==> src/rtl/simplex_pivot_ctrl.sv <==
// Simplex iteration sequencer: objective-row scan for the pivot column, minimum-ratio
// test through a shared divider, then (row, col) hand-off to the pivot engine.
module simplex_pivot_ctrl #(
    parameter int DATA_WIDTH = 32,
    parameter int NROWS      = 3,
    parameter int NCOLS      = 6,
    parameter int MAX_ITER   = 16,
    localparam int RW = $clog2(NROWS + 1),
    localparam int CW = $clog2(NCOLS + 1),
    localparam int IW = $clog2(MAX_ITER + 1)
) (
    input  logic                  clk_i,
    input  logic                  rst_i,
    input  logic                  start_i,
    output logic                  busy_o,
    output logic                  done_o,
    output logic [1:0]            status_o,
    output logic [IW-1:0]         iter_o,
    output logic                  tab_rd_en_o,
    output logic [RW-1:0]         tab_row_o,
    output logic [CW-1:0]         tab_col_o,
    input  logic [DATA_WIDTH-1:0] tab_rd_data_i,
    output logic                  div_valid_o,
    input  logic                  div_ready_i,
    output logic [DATA_WIDTH-1:0] div_num_o,
    output logic [DATA_WIDTH-1:0] div_den_o,
    input  logic                  div_res_valid_i,
    input  logic [DATA_WIDTH-1:0] div_res_i,
    output logic                  pivot_valid_o,
    input  logic                  pivot_ready_i,
    output logic [RW-1:0]         pivot_row_o,
    output logic [CW-1:0]         pivot_col_o,
    input  logic                  pivot_done_i,
    output logic [3:0]            dbg_state_o
);
    // Handshakes: a request is raised with its payload, held unchanged while ready is low,
    // and transfers in the cycle where valid and ready are both high.
    typedef enum logic [3:0] {
        IDLE, SCAN_COL, RD_COEF, RD_RHS, DIV_REQ, DIV_WAIT, PIV_REQ, PIV_WAIT, FINISH
    } state_t;

    localparam logic [1:0] ST_NONE = 2'b00, ST_OPT = 2'b01, ST_UNB = 2'b10, ST_LIM = 2'b11;

    function automatic logic is_nan(input logic [DATA_WIDTH-1:0] v);
        return (v[30:23] == 8'hFF) && (v[22:0] != 23'd0);
    endfunction

    function automatic logic is_neg(input logic [DATA_WIDTH-1:0] v);
        return v[31] && (v[30:0] != 31'd0) && !is_nan(v);
    endfunction

    function automatic logic is_pos(input logic [DATA_WIDTH-1:0] v);
        return !v[31] && (v[30:0] != 31'd0) && !is_nan(v);
    endfunction

    // Raw-bit sign-magnitude a < b; +0 and -0 are equal, NaN never orders.
    function automatic logic fp_lt(input logic [DATA_WIDTH-1:0] a, input logic [DATA_WIDTH-1:0] b);
        if (is_nan(a) || is_nan(b)) return 1'b0;
        if ((a[30:0] == 31'd0) && (b[30:0] == 31'd0)) return 1'b0;
        if (a[31] != b[31]) return a[31];
        if (!a[31]) return a[30:0] < b[30:0];
        return a[30:0] > b[30:0];
    endfunction

    state_t                r_state, w_next;
    logic [CW-1:0]         r_cnt, r_best_col;
    logic                  r_best_vld, r_min_vld, r_num_vld;
    logic [30:0]           r_best_mag;
    logic [RW-1:0]         r_row, r_min_row;
    logic [DATA_WIDTH-1:0] r_min, r_num, r_den;
    logic [IW-1:0]         r_iter;
    logic [1:0]            r_status;

    logic                  w_take, w_q_take, w_last_row;
    logic [1:0]            w_fin_status;
    logic [DATA_WIDTH-1:0] w_num;
    logic [IW-1:0]         w_iter_inc;

    always_ff @(posedge clk_i) begin
        if (rst_i) r_state <= IDLE;
        else       r_state <= w_next;
    end

    always_comb begin
        w_next        = r_state;
        tab_rd_en_o   = 1'b0;
        tab_row_o     = '0;
        tab_col_o     = '0;
        div_valid_o   = 1'b0;
        div_num_o     = '0;
        div_den_o     = '0;
        pivot_valid_o = 1'b0;
        pivot_row_o   = '0;
        pivot_col_o   = '0;
        w_take        = 1'b0;
        w_q_take      = 1'b0;
        w_fin_status  = ST_NONE;
        w_last_row    = (r_row == RW'(NROWS));
        w_num         = r_num_vld ? r_num : tab_rd_data_i;
        w_iter_inc    = r_iter + 1'b1;
        case (r_state)
            IDLE: if (start_i) w_next = SCAN_COL;
            SCAN_COL: begin
                if (r_cnt < CW'(NCOLS)) begin
                    tab_rd_en_o = 1'b1;
                    tab_col_o   = r_cnt;
                end
                // Strict magnitude compare keeps the lowest column on ties.
                if (r_cnt != '0)
                    w_take = is_neg(tab_rd_data_i) &&
                             (!r_best_vld || (tab_rd_data_i[30:0] > r_best_mag));
                if (r_cnt == CW'(NCOLS)) begin
                    if (r_best_vld || w_take) begin
                        w_next = RD_COEF;
                    end else begin
                        w_next       = FINISH;
                        w_fin_status = ST_OPT;
                    end
                end
            end
            RD_COEF: begin
                tab_rd_en_o = 1'b1;
                tab_row_o   = r_row;
                tab_col_o   = r_best_col;
                w_next      = RD_RHS;
            end
            RD_RHS: begin
                if (is_pos(tab_rd_data_i)) begin
                    tab_rd_en_o = 1'b1;
                    tab_row_o   = r_row;
                    tab_col_o   = CW'(NCOLS);
                    w_next      = DIV_REQ;
                end else if (!w_last_row) begin
                    w_next = RD_COEF;
                end else if (r_min_vld) begin
                    w_next = PIV_REQ;
                end else begin
                    w_next       = FINISH;
                    w_fin_status = ST_UNB;
                end
            end
            DIV_REQ: begin
                div_valid_o = 1'b1;
                div_num_o   = w_num;
                div_den_o   = r_den;
                if (div_ready_i) w_next = DIV_WAIT;
            end
            DIV_WAIT: begin
                if (div_res_valid_i) begin
                    w_q_take = !is_nan(div_res_i) && (!r_min_vld || fp_lt(div_res_i, r_min));
                    if (!w_last_row) begin
                        w_next = RD_COEF;
                    end else if (r_min_vld || w_q_take) begin
                        w_next = PIV_REQ;
                    end else begin
                        w_next       = FINISH;
                        w_fin_status = ST_UNB;
                    end
                end
            end
            PIV_REQ: begin
                pivot_valid_o = 1'b1;
                pivot_row_o   = r_min_row;
                pivot_col_o   = r_best_col;
                if (pivot_ready_i) w_next = PIV_WAIT;
            end
            PIV_WAIT: begin
                if (pivot_done_i) begin
                    if (w_iter_inc == IW'(MAX_ITER)) begin
                        w_next       = FINISH;
                        w_fin_status = ST_LIM;
                    end else begin
                        w_next = SCAN_COL;
                    end
                end
            end
            FINISH: w_next = IDLE;
            default: w_next = IDLE;
        endcase
    end

    always_ff @(posedge clk_i) begin
        if (rst_i) begin
            r_cnt      <= '0;
            r_best_col <= '0;
            r_best_vld <= 1'b0;
            r_best_mag <= '0;
            r_row      <= '0;
            r_min_row  <= '0;
            r_min_vld  <= 1'b0;
            r_min      <= '0;
            r_num      <= '0;
            r_num_vld  <= 1'b0;
            r_den      <= '0;
            r_iter     <= '0;
            r_status   <= ST_NONE;
        end else begin
            case (r_state)
                IDLE: begin
                    if (start_i) begin
                        r_iter     <= '0;
                        r_status   <= ST_NONE;
                        r_cnt      <= '0;
                        r_best_vld <= 1'b0;
                    end
                end
                SCAN_COL: begin
                    r_cnt <= r_cnt + 1'b1;
                    if (w_take) begin
                        r_best_vld <= 1'b1;
                        r_best_mag <= tab_rd_data_i[30:0];
                        r_best_col <= r_cnt - 1'b1;
                    end
                    if (r_cnt == CW'(NCOLS)) begin
                        r_row     <= RW'(1);
                        r_min_vld <= 1'b0;
                    end
                end
                RD_RHS: begin
                    r_den     <= tab_rd_data_i;
                    r_num_vld <= 1'b0;
                    if (w_next == RD_COEF) r_row <= r_row + 1'b1;
                end
                // The RHS word is only on the read bus in the first DIV_REQ cycle.
                DIV_REQ: begin
                    r_num     <= w_num;
                    r_num_vld <= 1'b1;
                end
                DIV_WAIT: begin
                    if (div_res_valid_i) begin
                        if (w_q_take) begin
                            r_min     <= div_res_i;
                            r_min_vld <= 1'b1;
                            r_min_row <= r_row;
                        end
                        if (w_next == RD_COEF) r_row <= r_row + 1'b1;
                    end
                end
                PIV_WAIT: begin
                    if (pivot_done_i) begin
                        r_iter     <= w_iter_inc;
                        r_cnt      <= '0;
                        r_best_vld <= 1'b0;
                    end
                end
                default: ;
            endcase
            if ((w_next == FINISH) && (r_state != FINISH)) r_status <= w_fin_status;
        end
    end

    assign busy_o      = (r_state != IDLE);
    assign done_o      = (r_state == FINISH);
    assign status_o    = r_status;
    assign iter_o      = r_iter;
    assign dbg_state_o = r_state;

endmodule

==> config.mk <==
export PLATFORM = sky130hd
export DESIGN_NAME = simplex_pivot_ctrl
export DESIGN_NICKNAME = d
export VERILOG_FILES = /design/src/rtl/simplex_pivot_ctrl.sv
export SDC_FILE = /design/constraint.sdc
export NUM_CORES = 1
export LEC_CHECK = 0
export CAP_MARGIN = 5
export CORE_MARGIN = 2
export CORE_UTILIZATION = 54
export CTS_BUF_LIST = sky130_fd_sc_hd__clkbuf_4
export DETAILED_ROUTE_END_ITERATION = 10
export PLACE_DENSITY = 0.83
export SYNTH_ARGS = -nofsm -noshare
export SYNTH_HDL_FRONTEND = slang
export SYNTH_SLANG_ARGS = --single-unit
==> constraint.sdc <==
create_clock -name clk_i -period 2.8 [get_ports clk_i]
set_input_delay 0.42 -clock clk_i [delete_from_list [all_inputs] [get_ports clk_i]]
set_output_delay 0.42 -clock clk_i [all_outputs]
set_load 0.1 [all_outputs]
==> run_results.csv <==
group,metric,value,unit
synthesis,synth_cell_types,56,
timing,setup_viol,0,
flow_run,maxCapViolCount,0,
timing,hold_viol,0,
setup_path,cp.arrival,2.36,ns
min_path,whs_path_depth,2,
route,drc,0,
global_routing,grt_pass1_vias,8512,
placed_design,placed_cell_area,11810,um^2
timing,worstMarginPinSlew,0.7554,ns
synthesis,async_reset_ff_share,0,%
final_layout,drive_gt1_share,28.12,%
die,rows,46,
power_and_ir_drop,max-vdd-ir-drop,300.2,uV
min_path,min_from,"rst_i",
route,drt-initial-drc-count,642,
cts,cts_buffers,17,
setup_path,rr_worst_depth,12,
synthesis,syn_inst,1077,
cts,path_clk_slew,0.14,ns
die,fp.dieW,129.9,um
global_routing,grt_max_degree,71,
die,core,15710,um^2
power_and_ir_drop,total_power,0.004247,W
final_layout,final_nets,1456,
min_path,hold_class,"input pin to flop",
cts,clock_latency,0.58,ns
synthesis,yosys-top-cells-count,"nand2_1 (225), dfxtp_1 (151), a21oi_1 (99), mux2i_1 (99), nor2_1 (95)",
timing,rsz0062_at_grt,"true",
synthesis,ys.flop_type,"dfxtp_1",
setup_path,endpoint_kind,"primary output",
global_routing,grt_usage,30.38,%
cts,htreeDepth,4,
setup_path,reg2reg_slack,0.08,ns
placed_design,port_buffers,160,
power_and_ir_drop,cellLeakagePower,4.980,nW
cts,clockBufferDepth,2,
die,initial_utilization,54.47,%
cts,root_buffer,"clkbuf_4",
global_routing,grt_pass1_wl,40810,um
synthesis,synth_area_per_cell,7.946,um^2
placed_design,post-dp-hpwl,18230,um
route,viasPerCell,5.651,
die,ios,161,
placed_design,globalplace.congestion,0.9096,
final_layout,finish.instance_area,12400,um^2
setup_path,crit-reg2reg-launch,"r_cnt[1]",
route,vias,8737,
final_layout,n_antenna_cell,0,
timing,report.final.slew_viol_count,0,
timing,period_needed,2.779,ns
synthesis,synth_edf_count,0,
power_and_ir_drop,power.density,342.4,nW/um^2
setup_path,worst_setup_path_start_kind,"input pin",
synthesis,ys_ff_latch,151,
route,wl_per_cell,16.96,um
route,drtAntennaViolNets,0,
timing,max_freq,0.3599,GHz
synthesis,yosysSeqAreaShare,35.32,%
route,drt-total-wl,26220,um
timing,min_period_over_period,99.24,%
synthesis,ys_warn_count,0,
global_routing,antenna_found_initial,0,
synthesis,synth_top_area_share,35.32,%
setup_path,crit_type,"input pin to primary output",
synthesis,synthTopCellsByArea,"dfxtp_1 (35%), mux2i_1 (12%), ha_1 (9.9%)",
setup_path,critPathLaunch,"tab_rd_data_i[22]",
final_layout,syn2layout_area_growth,44.93,%
setup_path,worstPathMaxFanout,3,
outcome,status,"finished clean",
synthesis,synth_area,8558,um^2
global_routing,overflow,0,
synthesis,synth_nets,1216,
synthesis,yosysMostFrequentCell,"nand2_1",
die,die_h,129.9,um
placed_design,place_ws,-0.5731,ns
route,first_pass_iters,8,
timing,maxSlewHeadroom,49.64,%
synthesis,synth_top_area_cell,"dfxtp_1",
timing,fin_worst_skew,0.02787,ns
setup_path,cp.required,2.38,ns
timing,fin_ws,0.02123,ns
cts,clock-sinks,151,
die,dieArea,16870,um^2
cts,cts_tree,"built",
## metal layers
| layer | wire (um) | up-vias | global-route usage [%] |
|---|---|---|---|
| li1 | - | 4139 | - |
| met1 | 10420 | 4143 | 36.11 |
| met2 | 13080 | 366 | 53.06 |
| met3 | 1750 | 89 | 6.560 |
| met4 | 972 | 0 | 12.97 |
| met5 | 0 | - | 0 |
## critical path: stages
cell and delay [ns]:
clkdlybuf4s15_2 0.20, nor4_2 0.29, nand4_1 0.24, nor2_2 0.21, mux2_4 0.34, nor3_4 0.20, nor2_4 0.10, nor2b_4 0.16
buf_12 0.18
## cells by family (layout without fill, tap and decap cells)
| logic type | count (synthesis) | count (layout) | share of synthesized area, % |
|---|---|---|---|
| simple gates | 463 | 463 | 24.43 |
| buf+inv | 127 | 380 | 6.784 |
| xor+xnor | 4 | 4 | 0.4094 |
| flops | 151 | 151 | 35.32 |
| fa+ha+maj | 68 | 68 | 9.942 |
| mux | 101 | 101 | 11.84 |
| compound gates | 163 | 163 | 11.27 |
## path summary, 6_finish.rpt
check / end
setup / recovery: tab_row_o[1]
hold / removal: dbg_state_o[3]
setup reg to reg: r_best_mag[6]
hold reg to reg: r_den[3]
## final cells by class
class	count	area [um^2]
Clock buffer	17	127.6
Clock inverter	15	176.4
Sequential cell	151	3040
Multi-Input combinational cell	799	5281
Inverter	70	262.8
Timing Repair Buffer	278	3244
Fill cell	1015	3309
Tap cell	216	270.3
## per-stage QoR
stage | TNS [ns] | util, % | hold WS (ns) | cells
floorplan | -4.791 | - | 0.4317 | 1077
global placement | -29.61 | 75.19 | 0.4369 | 1501
detailed placement | -39.06 | 75.19 | 0.4418 | 1501
CTS | 0 | 77.81 | 0.08868 | 1538
global route | -0.08694 | 78.94 | 0.09619 | 1546
finish | 0 | 78.94 | 0.1211 | 1546
## power breakdown
part | switching, W | internal (W) | total [W]
sequential | 0.0000116 | 0.00216 | 0.00217
clock | 0.000923 | 0.000567 | 0.00149
combinational | 0.000320 | 0.000265 | 0.000585
total | 0.00125 | 0.00299 | 0.00425
## cells in the final DEF, fill, tap and decap left out, types with 13 or more instances in the layout
master	n
nor2_1	53
o21ai_0	16
mux2i_1	99
a21oi_1	97
ha_1	68
nand2_1	223
dfxtp_1	137
inv_1	69
nor2_2	40
nand4_1	21
and2_2	25
dlygate4sd2_1	13
buf_4	126
clkbuf_4	17
dfxtp_2	14
nor4_1	18
nand3_1	14
buf_12	76
a21o_1	17
clkdlybuf4s50_1	39
## registers in the layout, indices dropped and copies added (netlist names)
register	flops
r_num_vld	1
iter_o	5
r_num	32
r_best_col	3
dbg_state_o	4
r_best_mag	31
r_min	32
r_best_vld	1
r_row	2
r_min_row	2
status_o	2
r_den	32
r_cnt	3
r_min_vld	1
## timing repair
item / 4_1_cts / 5_1_grt
cloned: 0 / 4
resized for setup: 59 / 38
setup buffers: 5 / 4
setup endpoints to repair: 36 / 136
hold buffers: 0 / 0
pin swaps: 12 / 18
No activity file was read; power rests on OpenSTA's default activity.
